[src/rtl/task2_pkg.sv]
// -----------------------------------------------------------------------------
// task2_pkg
// Definitions shared by the ARC4 key-scheduling engine (task2) and its RAM
// (s_mem):
//   - state_t   : top FSM states. RD_I..WR_J are the six phases of one
//                 KSA iteration.
//   - KEY_LEN   : number of key bytes that are cycled through during KSA.
//   - MEM_DEPTH : number of entries in the permutation RAM "s".
// -----------------------------------------------------------------------------
package task2_pkg;

    localparam int KEY_LEN   = 3;
    localparam int MEM_DEPTH = 256;

    typedef enum logic [2:0] {
        INIT,
        RD_I,
        WAIT_I,
        CALC_J,
        WAIT_J,
        WR_I,
        WR_J,
        DONE
    } state_t;

endpackage

[src/rtl/s_mem.sv]
// -----------------------------------------------------------------------------
// s_mem
// 256x8 single-port synchronous RAM. The read address is registered, so q
// holds mem[address] one cycle after that address is presented. A write to
// mem[address] happens on the clock edge where wren=1.
//
// Ports:
//   clock        in   clock, rising edge
//   address[7:0] in   read/write address
//   data[7:0]    in   write data
//   wren         in   write enable
//   q[7:0]       out  read data, from the address registered on the last edge
// -----------------------------------------------------------------------------
module s_mem
    import task2_pkg::*;
(
    input  logic       clock,
    input  logic [7:0] address,
    input  logic [7:0] data,
    input  logic       wren,
    output logic [7:0] q
);

    logic [7:0] mem [MEM_DEPTH];
    logic [7:0] r_addr;

    // NOTE: this block has no reset on purpose. A reset here would stop the
    // array from mapping onto block RAM. The contents are overwritten by INIT
    // before anything reads them.
    always_ff @(posedge clock) begin
        r_addr <= address;
        if (wren) begin
            mem[address] <= data;
        end
    end

    assign q = mem[r_addr];

endmodule

[src/rtl/task2.sv]
// -----------------------------------------------------------------------------
// task2
// ARC4 key-scheduling engine. On the first clock after reset is released it
// latches a 24-bit key {14'b0, SW}. It then fills RAM "s" with the identity
// permutation (256 cycles). After that it runs the 256 KSA swap iterations,
// each of which takes 6 cycles. It then stays in DONE until the next reset.
//
// Ports:
//   CLOCK_50      in   clock
//   KEY[3:0]      in   KEY[3] is the asynchronous active-low reset; KEY[2:0] unused
//   SW[9:0]       in   key source, latched once per run
//   HEX0..HEX5    out  active-low 7-segment digits (bit 0 = a ... bit 6 = g)
//   LEDR[9:0]     out  LEDR[0] = done, LEDR[1] = busy, others 0
//
// Build option: define TASK2_HEX_KEY_EN to show the latched key on HEX5..HEX0.
// Without it, every digit is blank (7'h7F).
// -----------------------------------------------------------------------------
module task2
    import task2_pkg::*;
(
    input  logic       CLOCK_50,
    input  logic [3:0] KEY,
    input  logic [9:0] SW,
    output logic [6:0] HEX0,
    output logic [6:0] HEX1,
    output logic [6:0] HEX2,
    output logic [6:0] HEX3,
    output logic [6:0] HEX4,
    output logic [6:0] HEX5,
    output logic [9:0] LEDR
);

    logic        w_rst_n;
    logic        w_unused_keys;

    state_t      r_state;
    state_t      w_state_next;

    logic [7:0]  r_i;
    logic [7:0]  r_j;
    logic [7:0]  r_si;
    logic [23:0] r_key;
    logic [1:0]  r_kidx;        // i mod KEY_LEN, tracked incrementally
    logic        r_key_loaded;
    logic        r_busy;
    logic        r_done;

    logic [7:0]  w_q;
    logic [7:0]  w_addr;
    logic [7:0]  w_data;
    logic        w_wren;
    logic [7:0]  w_key_byte;
    logic [7:0]  w_j_new;

    assign w_rst_n       = KEY[3];
    assign w_unused_keys = &{1'b0, KEY[2:0]};

    s_mem s (
        .clock   (CLOCK_50),
        .address (w_addr),
        .data    (w_data),
        .wren    (w_wren),
        .q       (w_q)
    );

    // key[0] is the most significant byte of the latched key.
    always_comb begin
        case (r_kidx)
            2'd0:    w_key_byte = r_key[23:16];
            2'd1:    w_key_byte = r_key[15:8];
            default: w_key_byte = r_key[7:0];
        endcase
    end

    // In CALC_J the RAM output holds s[i]. All 8-bit sums wrap modulo 256.
    assign w_j_new = r_j + w_q + w_key_byte;

    // ---------------------------------------------------------------- FSM
    always_ff @(posedge CLOCK_50 or negedge w_rst_n) begin
        if (!w_rst_n) begin
            r_state <= INIT;
        end else begin
            r_state <= w_state_next;
        end
    end

    always_comb begin
        // NOTE: every output of this block gets a default before the case.
        // A path that leaves one unassigned would infer a latch.
        w_state_next = r_state;
        w_addr       = r_i;
        w_data       = r_i;
        w_wren       = 1'b0;

        case (r_state)
            INIT: begin
                // The first cycle after reset only latches the key. The
                // following 256 cycles write s[i] = i.
                if (r_key_loaded) begin
                    w_wren = 1'b1;
                    if (r_i == 8'hFF) begin
                        w_state_next = RD_I;
                    end
                end
            end
            RD_I: begin
                w_state_next = WAIT_I;
            end
            WAIT_I: begin
                w_state_next = CALC_J;
            end
            CALC_J: begin
                // Present the new j directly so that s[j] is on q in WR_I.
                w_addr       = w_j_new;
                w_state_next = WAIT_J;
            end
            WAIT_J: begin
                w_addr       = r_j;
                w_state_next = WR_I;
            end
            WR_I: begin
                // q holds s[j]. When i == j this writes back the same value.
                w_data       = w_q;
                w_wren       = 1'b1;
                w_state_next = WR_J;
            end
            WR_J: begin
                w_addr       = r_j;
                w_data       = r_si;
                w_wren       = 1'b1;
                w_state_next = (r_i == 8'hFF) ? DONE : RD_I;
            end
            DONE: begin
                w_state_next = DONE;
            end
            default: begin
                w_state_next = INIT;
            end
        endcase
    end

    // ----------------------------------------------------------- datapath
    // NOTE: sequential state uses non-blocking assignments. Every register
    // then updates from values taken before the edge, whatever the order of
    // the statements.
    always_ff @(posedge CLOCK_50 or negedge w_rst_n) begin
        if (!w_rst_n) begin
            r_i          <= '0;
            r_j          <= '0;
            r_si         <= '0;
            r_key        <= '0;
            r_kidx       <= '0;
            r_key_loaded <= 1'b0;
            r_busy       <= 1'b0;
            r_done       <= 1'b0;
        end else begin
            r_busy <= (w_state_next != DONE);
            r_done <= (w_state_next == DONE);

            case (r_state)
                INIT: begin
                    if (!r_key_loaded) begin
                        r_key        <= {14'b0, SW};
                        r_key_loaded <= 1'b1;
                    end else begin
                        // r_i wraps from 255 to 0, ready for the KSA phase.
                        r_i <= r_i + 8'd1;
                        if (r_i == 8'hFF) begin
                            r_j    <= '0;
                            r_kidx <= '0;
                        end
                    end
                end
                CALC_J: begin
                    r_si <= w_q;
                    r_j  <= w_j_new;
                end
                WR_J: begin
                    r_i    <= r_i + 8'd1;
                    r_kidx <= (r_kidx == 2'(KEY_LEN - 1)) ? 2'd0 : r_kidx + 2'd1;
                end
                default: begin
                end
            endcase
        end
    end

    assign LEDR = {8'b0, r_busy, r_done};

    // ------------------------------------------------------------ display
`ifdef TASK2_HEX_KEY_EN
    function automatic logic [6:0] hex_glyph(input logic [3:0] n);
        case (n)
            4'h0:    return 7'h40;
            4'h1:    return 7'h79;
            4'h2:    return 7'h24;
            4'h3:    return 7'h30;
            4'h4:    return 7'h19;
            4'h5:    return 7'h12;
            4'h6:    return 7'h02;
            4'h7:    return 7'h78;
            4'h8:    return 7'h00;
            4'h9:    return 7'h10;
            4'hA:    return 7'h08;
            4'hB:    return 7'h03;
            4'hC:    return 7'h46;
            4'hD:    return 7'h21;
            4'hE:    return 7'h06;
            default: return 7'h0E;
        endcase
    endfunction

    assign HEX0 = hex_glyph(r_key[3:0]);
    assign HEX1 = hex_glyph(r_key[7:4]);
    assign HEX2 = hex_glyph(r_key[11:8]);
    assign HEX3 = hex_glyph(r_key[15:12]);
    assign HEX4 = hex_glyph(r_key[19:16]);
    assign HEX5 = hex_glyph(r_key[23:20]);
`else
    assign HEX0 = 7'h7F;
    assign HEX1 = 7'h7F;
    assign HEX2 = 7'h7F;
    assign HEX3 = 7'h7F;
    assign HEX4 = 7'h7F;
    assign HEX5 = 7'h7F;
`endif

endmodule

[config.mk]
export PLATFORM = sky130hd
export DESIGN_NAME = task2
export DESIGN_NICKNAME = d
export VERILOG_FILES = /design/src/rtl/task2_pkg.sv /design/src/rtl/s_mem.sv /design/src/rtl/task2.sv
export SDC_FILE = /design/constraint.sdc
export NUM_CORES = 1
export LEC_CHECK = 0
export ABC_CLOCK_PERIOD_IN_PS = 1550
export CAP_MARGIN = 20
export CORE_ASPECT_RATIO = 0.8
export CORE_MARGIN = 10
export CORE_UTILIZATION = 32
export CTS_CLUSTER_SIZE = 30
export DETAILED_ROUTE_END_ITERATION = 16
export GPL_TIMING_DRIVEN = 0
export PLACE_DENSITY = 0.76
export SLEW_MARGIN = 25
export SYNTH_ARGS = -nofsm -noshare
export SYNTH_HDL_FRONTEND = slang
export SYNTH_HIERARCHICAL = 1
export SYNTH_SLANG_ARGS = --single-unit
[constraint.sdc]
create_clock -name CLOCK_50 -period 1.55 [get_ports CLOCK_50]
set_input_delay 0.155 -clock CLOCK_50 [delete_from_list [all_inputs] [get_ports CLOCK_50]]
set_output_delay 0.155 -clock CLOCK_50 [all_outputs]
set_load 0.005 [all_outputs]
Word level (Yosys, flattened, before mapping)
Index checks and enable logic that the tools add are counted.
Word-level totals
  register bits: 14
  bits in latches: 0
  memory bits (writable): 0
  bits in read-only memories: 0
  input bits: 15
  output and inout port bits: 52
  logic and storage cells: 26
  memories: 0
Cells by class
  add/sub/neg operators: 1
  multipliers: 0
  divide/modulo/power cells: 0
  order comparisons: 0
  equality and inequality tests: 11
  shift-type cells: 0
  multiplexer cells: 6
  bitwise logic cells: 0
  reductions and logical operators: 3
Operators with widths (count)
  3-bit case mux with 8 select lines: 1
  8-bit case mux with 2 select lines: 1
  3-bit equality test (second input constant): 5
  3-bit 2-to-1 mux: 3
  8-bit by 1-bit adder with 8-bit output (second input constant): 1
  8-bit equality test (second input constant): 1
  8-bit 2-to-1 mux: 1
  3-bit by 2-bit equality test with 1-bit output (second input constant): 2
  3-bit by 1-bit equality test with 1-bit output (second input constant): 1
  3-bit logical NOT: 1
  3-bit != test (second input constant): 1
  2-bit != test (second input constant): 1
  2-bit AND reduction: 1
  2-bit nonzero test: 1

Depth between registers and ports, before layout
Gate-level depths: netlist of run 1.
  depth after elaboration: 5
  gate-level depth with buffers: 5
  depth with buffers taken out: 5

Worst setup path after synthesis of run 1
Ideal clock, no wire load.
  kind: register to register
  start: register r_state[2]
  end: register r_i[1]
  library setup time: 128 ps
  arrival time: 1366 ps
  data required time: 1422 ps
  setup slack: 57 ps
  stages on the path, launching flop included: 4
  path buffers: 0
  period minus slack after synthesis: 1493 ps
  cells stage by stage: dfrtp_1 or3b_4 a21oi_4 mux2_1
On the way
  word-level cells in the longest chain between the ends: 3
  elaborated cells on any way between the ends: 6
  those cells by class: eq/ne: 2; mux: 1; reduce/logical: 3
Ends and longest elaborated chain
  from (decl): line task2.sv:36  | state_t r_state;
  from (signal assigned): line task2.sv:83  | r_state <= w_state_next;
  3-bit equality test / 3-bit logical NOT (equally long branches): line task2.sv:160  | case (r_state)
  2-bit nonzero test (no line) / 2-bit != test (equally long branches)
  2-bit AND reduction (no line)
  to (signal assigned): line task2.sv:167  | r_i <= r_i + 8'd1;
  to (signal assigned): line task2.sv:179  | r_i <= r_i + 8'd1;
  to (decl): line task2.sv:39  | logic [7:0] r_i;
Several ways; a longest one is shown, not always the timed one.
A chain may end at the register's enable or synchronous reset.

Worst setup path after layout of run 1
  start: register r_state[1]
  end: register r_i[1]
The elaborated chain is that of the path after synthesis.

==> results of run 1 <==
## flip-flops by register name, summed over array words and instances (netlist names)
name / count
r_busy: 1
r_done: 1
r_i: 8
r_key_loaded: 1
r_state: 3
## metrics by stage
step | worst slack [ns] | power (uW) | setup TNS, ns | util, % | std cells
final | 0.0191 | 856 | 0 | 43.8 | 200
after global placement | 0.00259 | 499 | 0 | 41.4 | 195
after floorplan | 0.0567 | 490 | 0 | - | 152
after detailed placement | -0.0308 | 500 | -0.0491 | 41.4 | 195
after global routing | -0.0373 | 907 | -0.114 | 43.8 | 200
after CTS | -0.0144 | 858 | -0.0144 | 43.2 | 199
## layout make-up
cell class                      count  share of cell area [%]
Sequential cell                    14                    26.3
Tap cell                           40                    3.73
Buffer                             52                    29.1
Clock buffer                        4                    4.10
Inverter                            3                   0.839
Timing Repair Buffer                4                    2.80
Multi-Input combinational cell     83                    33.2
## routing by layer
| layer | global-route usage (%) | vias to the layer above |
|---|---|---|
| met5 | 0 | - |
| met4 | 2.23 | 0 |
| met3 | 4.22 | 4 |
| met2 | 11.4 | 25 |
| met1 | 5.72 | 287 |
| li1 | - | 342 |
## critical path, cell delays in order (launching register included)
cell     delay [ns]
dfrtp_2        0.42
or3b_4         0.44
a21oi_4        0.23
mux2_4         0.32
## path summary, 6_finish.rpt
path / startpoint / end / slack [ns] / cells past startpoint
max: r_state[1] / r_i[1] / 0.02 / 3
min: KEY[3] / r_i[6] / 0.30 / 1
max reg2reg: r_state[1] / r_i[1] / 0.02 / 3
min reg2reg: r_i[6] / r_i[6] / 0.48 / 1
max in group asynchronous: KEY[3] / r_state[2] / 0.81 / 1
min in group CLOCK_50: r_i[6] / r_i[6] / 0.48 / 1
## Yosys cell counts
cell and instances:
buf_4 52, dfrtp_1 14, nand3_1 5, xnor2_1 4, inv_1 3, nand2_1 3, o21ai_0 3, xor2_1 3
and3_1 2, conb_1 2, a211oi_4 1, a21oi_1 1, a21oi_4 1, a31oi_1 1, and2_1 1, ha_1 1
mux2_1 1, mux2i_1 1, nand4_1 1, nor3_1 1, o211ai_1 1, or2_2 1, or3b_4 1
## power by group through the flow
stage / Clock (uW) / Sequential (uW) / Combinational [uW]
3_3_place_gp: 0 / 372 / 127
6_report: 354 / 366 / 136
2_1_floorplan: 0 / 372 / 118
4_1_cts: 365 / 366 / 128
5_1_grt: 388 / 365 / 154
3_5_place_dp: 0 / 372 / 128
## logic make-up (layout without fill, tap and decap cells)
group,after synthesis,in the layout
other,2,50
AO/OA/AOI/OAI,8,8
buffers and inverters,55,63
adder cells (fa/ha/maj),1,1
XOR/XNOR,7,7
multiplexers,2,2
flip-flops,14,14
AND/OR/NAND/NOR,15,15
## what timing repair did
item | 4_1_cts | 5_1_grt
gates cloned | 0 | 0
pin swaps | 2 | 4
resized for setup | 0 | 4
buffers inserted | 0 | 1
endpoints found under the setup margin | 3 | 5
==> results.py, run 1 <==
metrics = {
    "yosys": {
        "synth_xor_area_share_pct": 6.08,
        "synth_compound_area_share_pct": 6.95,
        "synth.ff_latch_count": 14,
        "syn_inst": 104,
        "synthAdderAreaFrac_pct": 1.24,
        "synth_top_area_share_pct": 38.7,
        "ys_top_cells_by_area": "buf_4 (39%), dfrtp_1 (35%), xnor2_1 (3.5%), xor2_1 (2.6%), nand3_1 (2.5%)",
        "syn_avg_cell_area_um2": 9.70,
        "synth-simple-area-share_pct": 8.31,
        "synth_cell_types": 23,
        "netlist_area_um2": 1010,
        "synth_top_family_by_area": "buffers and inverters",
        "synth.largest_area_cell": "buf_4",
        "yosysSeqAreaShare_pct": 34.7,
        "muxShareOfSynthArea_pct": 2.11,
        "ys_warn_count": 6,
    },
    "power_and_ir_drop": {
        "power_switching_uw": 184,
        "p_sw_share_pct": 21.5,
        "p_seq_share_pct": 42.7,
        "p_clk_share_pct": 41.4,
        "combPwrFrac_pct": 15.9,
        "p_per_area_nw_per_um2": 638,
        "p_leak_uw": 0.000701,
        "internal_power_uw": 672,
        "ir_drop_mv": 0.203,
    },
    "timing": {
        "period_minus_slack_ns": 1.53,
        "maxSlewHeadroom_pct": 58.2,
        "tightest_slew_ns": 0.625,
        "timing.final.crit_share_pct": 98.8,
        "hold_viol": 0,
        "skew_ns": 0.00232,
        "finalMaxSlewViolations": 0,
        "fmax_mhz": 653,
        "setup_viol": 0,
        "grt_setup_unrepaired": "yes",
        "timing.hold.ws_ns": 0.299,
    },
    "drt": {
        "routed-wl-met2_um": 912,
        "ant_nets": 0,
        "vias_per_cell": 3.29,
        "highest_layer": "met4",
        "dr.pass1.iters": 2,
        "met1_length_um": 643,
        "drc_errors": 0,
        "wl_per_cell_um": 8.96,
        "wl_met3_um": 215,
        "first_iter_violations": 11,
        "totalWireLength_mm": 1.79,
        "num_vias": 658,
    },
    "final_layout": {
        "drive_gt1_share_pct": 40.6,
        "multi_input_area_um2": 445,
        "regArea_um2": 353,
        "nets": 177,
        "final_cell_mix": "buf_4 (53), conb_1 (50), dfrtp_1 (12)",
        "stdcell_area_um2": 1340,
        "num-fill-cells": 320,
        "area_growth_pct": 33.1,
        "final_common_cell": "buf_4",
        "antennaDiodeCount": 0,
    },
    "floorplanning": {
        "core_area_um2": 3060,
        "die_area_um2": 5810,
        "placementRows": 18,
        "die_w_um": 82.8,
        "initial_utilization_pct": 32.9,
        "boundaryPins": 67,
        "dieHeight_um": 70.2,
    },
    "grt": {
        "grtUsageTotal_pct": 6.48,
        "grt_max_degree": 15,
        "antenna_found_initial": 0,
        "grt_pass1_vias": 671,
        "grt_pass1_wl_mm": 2.95,
        "grt-ovfl-total": 0,
    },
    "status": {
        "status": "completed",
    },
    "cts": {
        "clk-insertion-delay-late_ns": 0.25,
        "cts_root_buf": "clkbuf_8",
        "clockBufferDepth": 2,
        "h-tree-depth": 1,
        "cts_buffers": 3,
        "cts_hold_buf": 0,
        "cts_sinks": 14,
        "clk_pin_slew_ns": 0.06,
        "tritoncts": "yes",
    },
    "hold_path": {
        "min_path_type": "input pin to asynchronous set/reset pin",
    },
    "setup_path": {
        "path_max_fanout": 5,
        "criticalPathCategory": "flip-flop to flip-flop",
        "cp-end-kind": "flip-flop",
        "start_kind": "flip-flop",
        "cp.arrival_ns": 1.66,
        "critical_path_required_ns": 1.68,
    },
    "placement": {
        "dp_hpwl_mm": 1.53,
        "globalplace.congestion": 0.703,
        "dpl-instance-area_um2": 1270,
        "port_buffers": 3,
    },
    "flow_run": {
        "maxCapViolCount": 0,
    },
}
No activity file was read; power rests on OpenSTA's default activity.
==> run 2, diff against run 1 <==
Settings changed: CORE_MARGIN 10 to not set.
==> run 2 against run 1 <==
  * Global-route usage rose by 1.1 points
  * Clock power fell by 2%
  * Count of clock-buffer cells in the layout did not move
  * Largest cell class is now non-clock buffers
==> results.py, run 2 (synthesis gave the netlist of run 1 again) <==
metrics = {
    "floorplanning": {
        "boundaryPins": 67,
        "initial_utilization_pct": 35.1,
        "die_w_um": 64.8,
        "dieHeight_um": 52.2,
        "core_area_um2": 2870,
        "placementRows": 17,
        "die_area_um2": 3380,
    },
    "timing": {
        "finalMaxSlewViolations": 0,
        "skew_ns": 0.00387,
        "grt_setup_unrepaired": "yes",
        "fin_ws_ns": 0.0192,
        "tightest_slew_ns": 0.601,
        "maxSlewHeadroom_pct": 59.8,
        "timing.final.crit_share_pct": 98.8,
        "period_minus_slack_ns": 1.53,
        "setup_viol": 0,
        "fmax_mhz": 653,
        "hold_viol": 0,
        "setup_tns_ns": 0,
    },
    "power_and_ir_drop": {
        "internal_power_uw": 671,
        "p_clk_share_pct": 41.1,
        "power_switching_uw": 173,
        "p_sw_share_pct": 20.5,
        "ir_drop_mv": 0.290,
        "p_seq_share_pct": 43.3,
        "p_per_area_nw_per_um2": 626,
        "p_leak_uw": 0.000710,
        "combPwrFrac_pct": 15.6,
    },
    "setup_path": {
        "start_kind": "flip-flop",
        "path_max_fanout": 6,
        "path_buf_inv": 0,
        "cp-end-kind": "flip-flop",
        "cp_slowest_cell": "or3b_4",
        "cp_cell_sequence": "or3b_4 -> a21oi_4 -> mux2_4",
        "cpPeakStageDelay_ns": 0.44,
        "cp.arrival_ns": 1.66,
        "criticalPathCategory": "flip-flop to flip-flop",
        "critical_path_required_ns": 1.68,
        "cp_top_family": "simple AND/OR/NAND/NOR gates",
    },
    "final_layout": {
        "drive_gt1_share_pct": 40.7,
        "nets": 179,
        "final_cell_mix": "buf_4 (55), conb_1 (50), dfrtp_1 (12)",
        "antennaDiodeCount": 0,
        "top_regs": "r_i: 8 flops, r_state: 3 flops",
        "finish.utilization_pct": 47.0,
        "largest-register": "r_i",
        "area_growth_pct": 33.9,
        "largest_register_ffs": 8,
        "final_common_cell": "buf_4",
        "finish.cell_count_without_fillers": 200,
    },
    "placement": {
        "place_ws_ns": -0.0240,
        "dp_hpwl_um": 998,
        "placedCellCount": 193,
        "globalplace.congestion": 0.821,
        "port_buffers": 3,
    },
    "flow_run": {
        "maxCapViolCount": 0,
    },
    "grt": {
        "met2_usage_pct": 11.3,
        "busiest_layer": "met2",
        "antenna_found_initial": 0,
        "grt_max_degree": 15,
        "grt_pass1_wl_mm": 1.85,
        "grtUsageMet1_pct": 8.58,
        "grt-ovfl-total": 0,
        "use_met3_pct": 5.43,
        "grt_pass1_vias": 440,
        "grtUsageTotal_pct": 7.59,
    },
    "cts": {
        "cts_hold_buf": 0,
        "tritoncts": "yes",
        "h-tree-depth": 1,
        "cts_sinks": 14,
        "cts_root_buf": "clkbuf_8",
        "cts_buffers": 3,
        "clockBufferDepth": 2,
        "clk-insertion-delay-late_ns": 0.24,
        "clk_pin_slew_ns": 0.06,
    },
    "drt": {
        "vias_per_cell": 3.22,
        "dr.pass1.iters": 2,
        "wl_per_cell_um": 6.50,
        "drc_errors": 0,
        "first_iter_violations": 4,
        "ant_nets": 0,
        "num_vias": 644,
        "totalWireLength_mm": 1.30,
    },
    "status": {
        "status": "completed",
    },
    "hold_path": {
        "min_path_type": "input pin to asynchronous set/reset pin",
    },
}
==> run 2: path summary, 6_finish.rpt <==
path,from,endpoint,slack (ns),depth (start not counted)
min in group CLOCK_50,r_i[6],r_i[6],0.47,1
max,r_state[2],r_i[1],0.02,3
max in group asynchronous,KEY[3],r_state[2],0.83,1
min,KEY[3],r_i[6],0.29,1
max reg2reg,r_state[2],r_i[1],0.02,3
min reg2reg,r_i[6],r_i[6],0.47,1
==> run 2: layer usage <==
metal  vias up  share of wire [%]  wire [um]
met5         -                  0          0
met4         0               0.54          7
met3         2                 10        130
met2        26                 47        609
met1       270                 42        552
li1        346                  -          -
==> run 2: power by group through the flow <==
stage	Clock (uW)	Sequential [uW]	Combinational (uW)
floorplan	0	372	118
global placement	0	372	127
detailed placement	0	372	127
CTS	362	366	127
global route	381	365	147
finish	347	366	131
==> run 2: timing repair <==
| item | CTS | global route |
|---|---|---|
| endpoints found under the setup margin | 3 | 3 |
| gates resized for setup | 0 | 3 |
| pin swaps | 2 | 2 |
| setup buffers | 0 | 3 |
==> run 2: area by class of cell <==
class	instances	area (um^2)
Buffer	52	390
Clock buffer	4	55.1
Fill cell	278	1520
Inverter	3	11.3
Multi-Input combinational cell	83	440
Sequential cell	14	353
Tap cell	38	47.5
Timing Repair Buffer	6	52.6
==> run 2: per-stage QoR <==
step	instance area, um^2	hold slack [ns]	power (uW)
global route	1350	0.340	894
detailed placement	1270	0.463	499
global placement	1270	0.459	499
CTS	1320	0.311	855
floorplan	1190	-0.141	490
finish	1350	0.291	844
==> run 3, diff against run 2 <==
Settings changed: CELL_PAD_IN_SITES_DETAIL_PLACEMENT set to 1, CELL_PAD_IN_SITES_GLOBAL_PLACEMENT set to 1, CORE_UTILIZATION 32 to 22, PLACE_DENSITY 0.76 to not set, PLACE_DENSITY_LB_ADDON set to 0.1.
==> run 3 against run 2 <==
  * Flip-flop and latch count unchanged
  * Clock power increased by 1%
  * Fmax grew 0.79%
  * Non-clock buffer count is 1 higher
  * Setup slack better by 0.012 ns
  * Critical path type unchanged
  * Largest cell class unchanged
  * Core utilization down 15 points
  * Worst hold slack improved by 0.013 ns
  * Sequential share of layout area shrank 0.59 points
  * Global-route usage fell by 0.55 points
  * Combinational power about the same
  * Critical path depth stayed put
==> results.py, run 3 (synthesis gave the netlist of run 1 again) <==
metrics = {
    "drt": {
        "dr.pass1.iters": 4,
        "num_vias": 695,
        "wl_per_cell_um": 7.35,
        "first_iter_violations": 9,
        "vias_per_cell": 3.16,
        "totalWireLength_mm": 1.62,
        "ant_nets": 0,
        "drc_errors": 0,
    },
    "grt": {
        "antenna_found_initial": 0,
        "grt_pass1_wl_mm": 2.71,
        "grt-ovfl-total": 0,
        "grt_pass1_vias": 636,
        "grt_max_degree": 15,
        "grtUsageTotal_pct": 7.04,
    },
    "power_and_ir_drop": {
        "p_seq_share_pct": 43.0,
        "p_leak_uw": 0.000716,
        "internal_power_uw": 671,
        "p_clk_share_pct": 41.3,
        "p_sw_share_pct": 21.1,
        "p_per_area_nw_per_um2": 616,
        "ir_drop_mv": 0.375,
        "power_switching_uw": 180,
        "combPwrFrac_pct": 15.7,
    },
    "cts": {
        "tritoncts": "yes",
        "clockBufferDepth": 2,
        "cts_sinks": 14,
        "clk-insertion-delay-late_ns": 0.24,
        "clk_pin_slew_ns": 0.06,
        "cts_hold_buf": 0,
        "h-tree-depth": 1,
        "cts_buffers": 3,
        "cts_root_buf": "clkbuf_8",
    },
    "setup_path": {
        "cp-startpoint": "r_state[1]",
        "cp_cell_sequence": "or3b_4 -> a21oi_4 -> mux2_4",
        "r2r_end": "r_i[1]",
        "rrSetupSlack_ns": 0.03,
        "reg2reg_depth": 3,
        "cp-end-kind": "flip-flop",
        "path_max_fanout": 5,
        "cpPeakStageDelay_ns": 0.44,
        "setup.worst_path.end": "r_i[1]",
        "criticalPathCategory": "flip-flop to flip-flop",
        "r2r-start": "r_state[1]",
        "critical_path_required_ns": 1.68,
        "cp_slowest_cell": "or3b_4",
        "cp.arrival_ns": 1.65,
        "start_kind": "flip-flop",
    },
    "timing": {
        "tightest_slew_ns": 0.629,
        "setup_viol": 0,
        "timing.final.crit_share_pct": 98.0,
        "grt_setup_unrepaired": "yes",
        "skew_ns": 0.00283,
        "maxSlewHeadroom_pct": 58.0,
        "finalMaxSlewViolations": 0,
        "hold_viol": 0,
        "fin_ws_ns": 0.0312,
        "period_minus_slack_ns": 1.52,
        "fmax_mhz": 658,
    },
    "final_layout": {
        "drive_gt1_share_pct": 41.1,
        "area_growth_pct": 37.0,
        "final_cell_mix": "buf_4 (56), conb_1 (50), dfrtp_1 (12)",
        "finish.cell_count_without_fillers": 220,
        "top_regs": "r_i: 8 flops, r_state: 3 flops",
        "nets": 180,
        "final_common_cell": "buf_4",
        "largest_register_ffs": 8,
        "largest-register": "r_i",
        "antennaDiodeCount": 0,
        "num-fill-cells": 522,
    },
    "placement": {
        "port_buffers": 3,
        "globalplace.congestion": 0.621,
        "dp_hpwl_mm": 1.32,
        "placedCellCount": 212,
        "place_ws_ns": -0.0421,
    },
    "floorplanning": {
        "initial_utilization_pct": 23.5,
        "dieHeight_um": 62.6,
        "die_area_um2": 4860,
        "placementRows": 21,
        "boundaryPins": 67,
        "core_area_um2": 4280,
        "die_w_um": 77.7,
    },
    "hold_path": {
        "min_path_type": "input pin to asynchronous set/reset pin",
    },
    "flow_run": {
        "maxCapViolCount": 0,
    },
    "status": {
        "status": "completed",
    },
}
run 3: cell types whose count changed in the layout (fill, tap and decap cells not counted):
cell	previous run	this run
buf_4	55	56
run 3: per-layer routing:
metal	wire length, um	part of all wire, %	up-vias	track usage, %
li1	-	-	346	-
met1	667	41	314	7.95
met2	785	49	33	11.8
met3	146	9.0	2	3.21
met4	17	1.1	0	2.12
met5	0	0	-	0
run 3: how the worst min path moves through the flow:
stage / to / slack, ns / start
final: r_i[4] / 0.30 / KEY[3]
after global routing: r_i[2] / 0.35 / KEY[3]
after CTS: r_i[4] / 0.33 / KEY[3]
after detailed placement: r_i[6] / 0.46 / r_i[6]
after global placement: r_i[6] / 0.46 / r_i[6]
after floorplan: r_busy / -0.14 / KEY[3]
run 3: what timing repair did:
item	in CTS	in global routing
setup endpoints to repair	3	5
cloned	0	0
pin swaps	2	2
buffers inserted	0	4
resized for setup	1	2
run 3: critical path, delay by kind of cell (launching register included):
kind | cells | cell delay, ns
AO/OA/AOI/OAI | 1 | 0.22
AND/OR/NAND/NOR | 1 | 0.44
multiplexers | 1 | 0.32
flip-flops | 1 | 0.43
run 3: area by class of cell:
| type | instances | area, um^2 | area share (%) |
|---|---|---|---|
| Buffer | 52 | 390 | 28.3 |
| Clock buffer | 4 | 55.1 | 3.99 |
| Inverter | 3 | 11.3 | 0.815 |
| Multi-Input combinational cell | 83 | 440 | 31.9 |
| Sequential cell | 14 | 353 | 25.5 |
| Tap cell | 57 | 71.3 | 5.16 |
| Timing Repair Buffer | 7 | 60.1 | 4.35 |
run 3: power groups by stage:
stage | registers (uW) | logic [uW] | clock network, uW
6_report | 366 | 134 | 351
5_1_grt | 365 | 149 | 384
4_1_cts | 366 | 128 | 364
3_5_place_dp | 372 | 128 | 0
3_3_place_gp | 372 | 127 | 0
2_1_floorplan | 372 | 118 | 0
run 3: per-stage QoR:
step | cell area [um^2] | setup TNS [ns] | power [uW] | hold slack, ns | util, %
after detailed placement | 1290 | -0.0966 | 500 | 0.459 | 30.1
final | 1380 | 0 | 851 | 0.304 | 32.3
after CTS | 1350 | -0.0117 | 857 | 0.332 | 31.4
after floorplan | 1190 | 0 | 490 | -0.141 | -
after global placement | 1290 | -0.0143 | 500 | 0.462 | 30.1
after global routing | 1380 | -0.0592 | 898 | 0.353 | 32.3
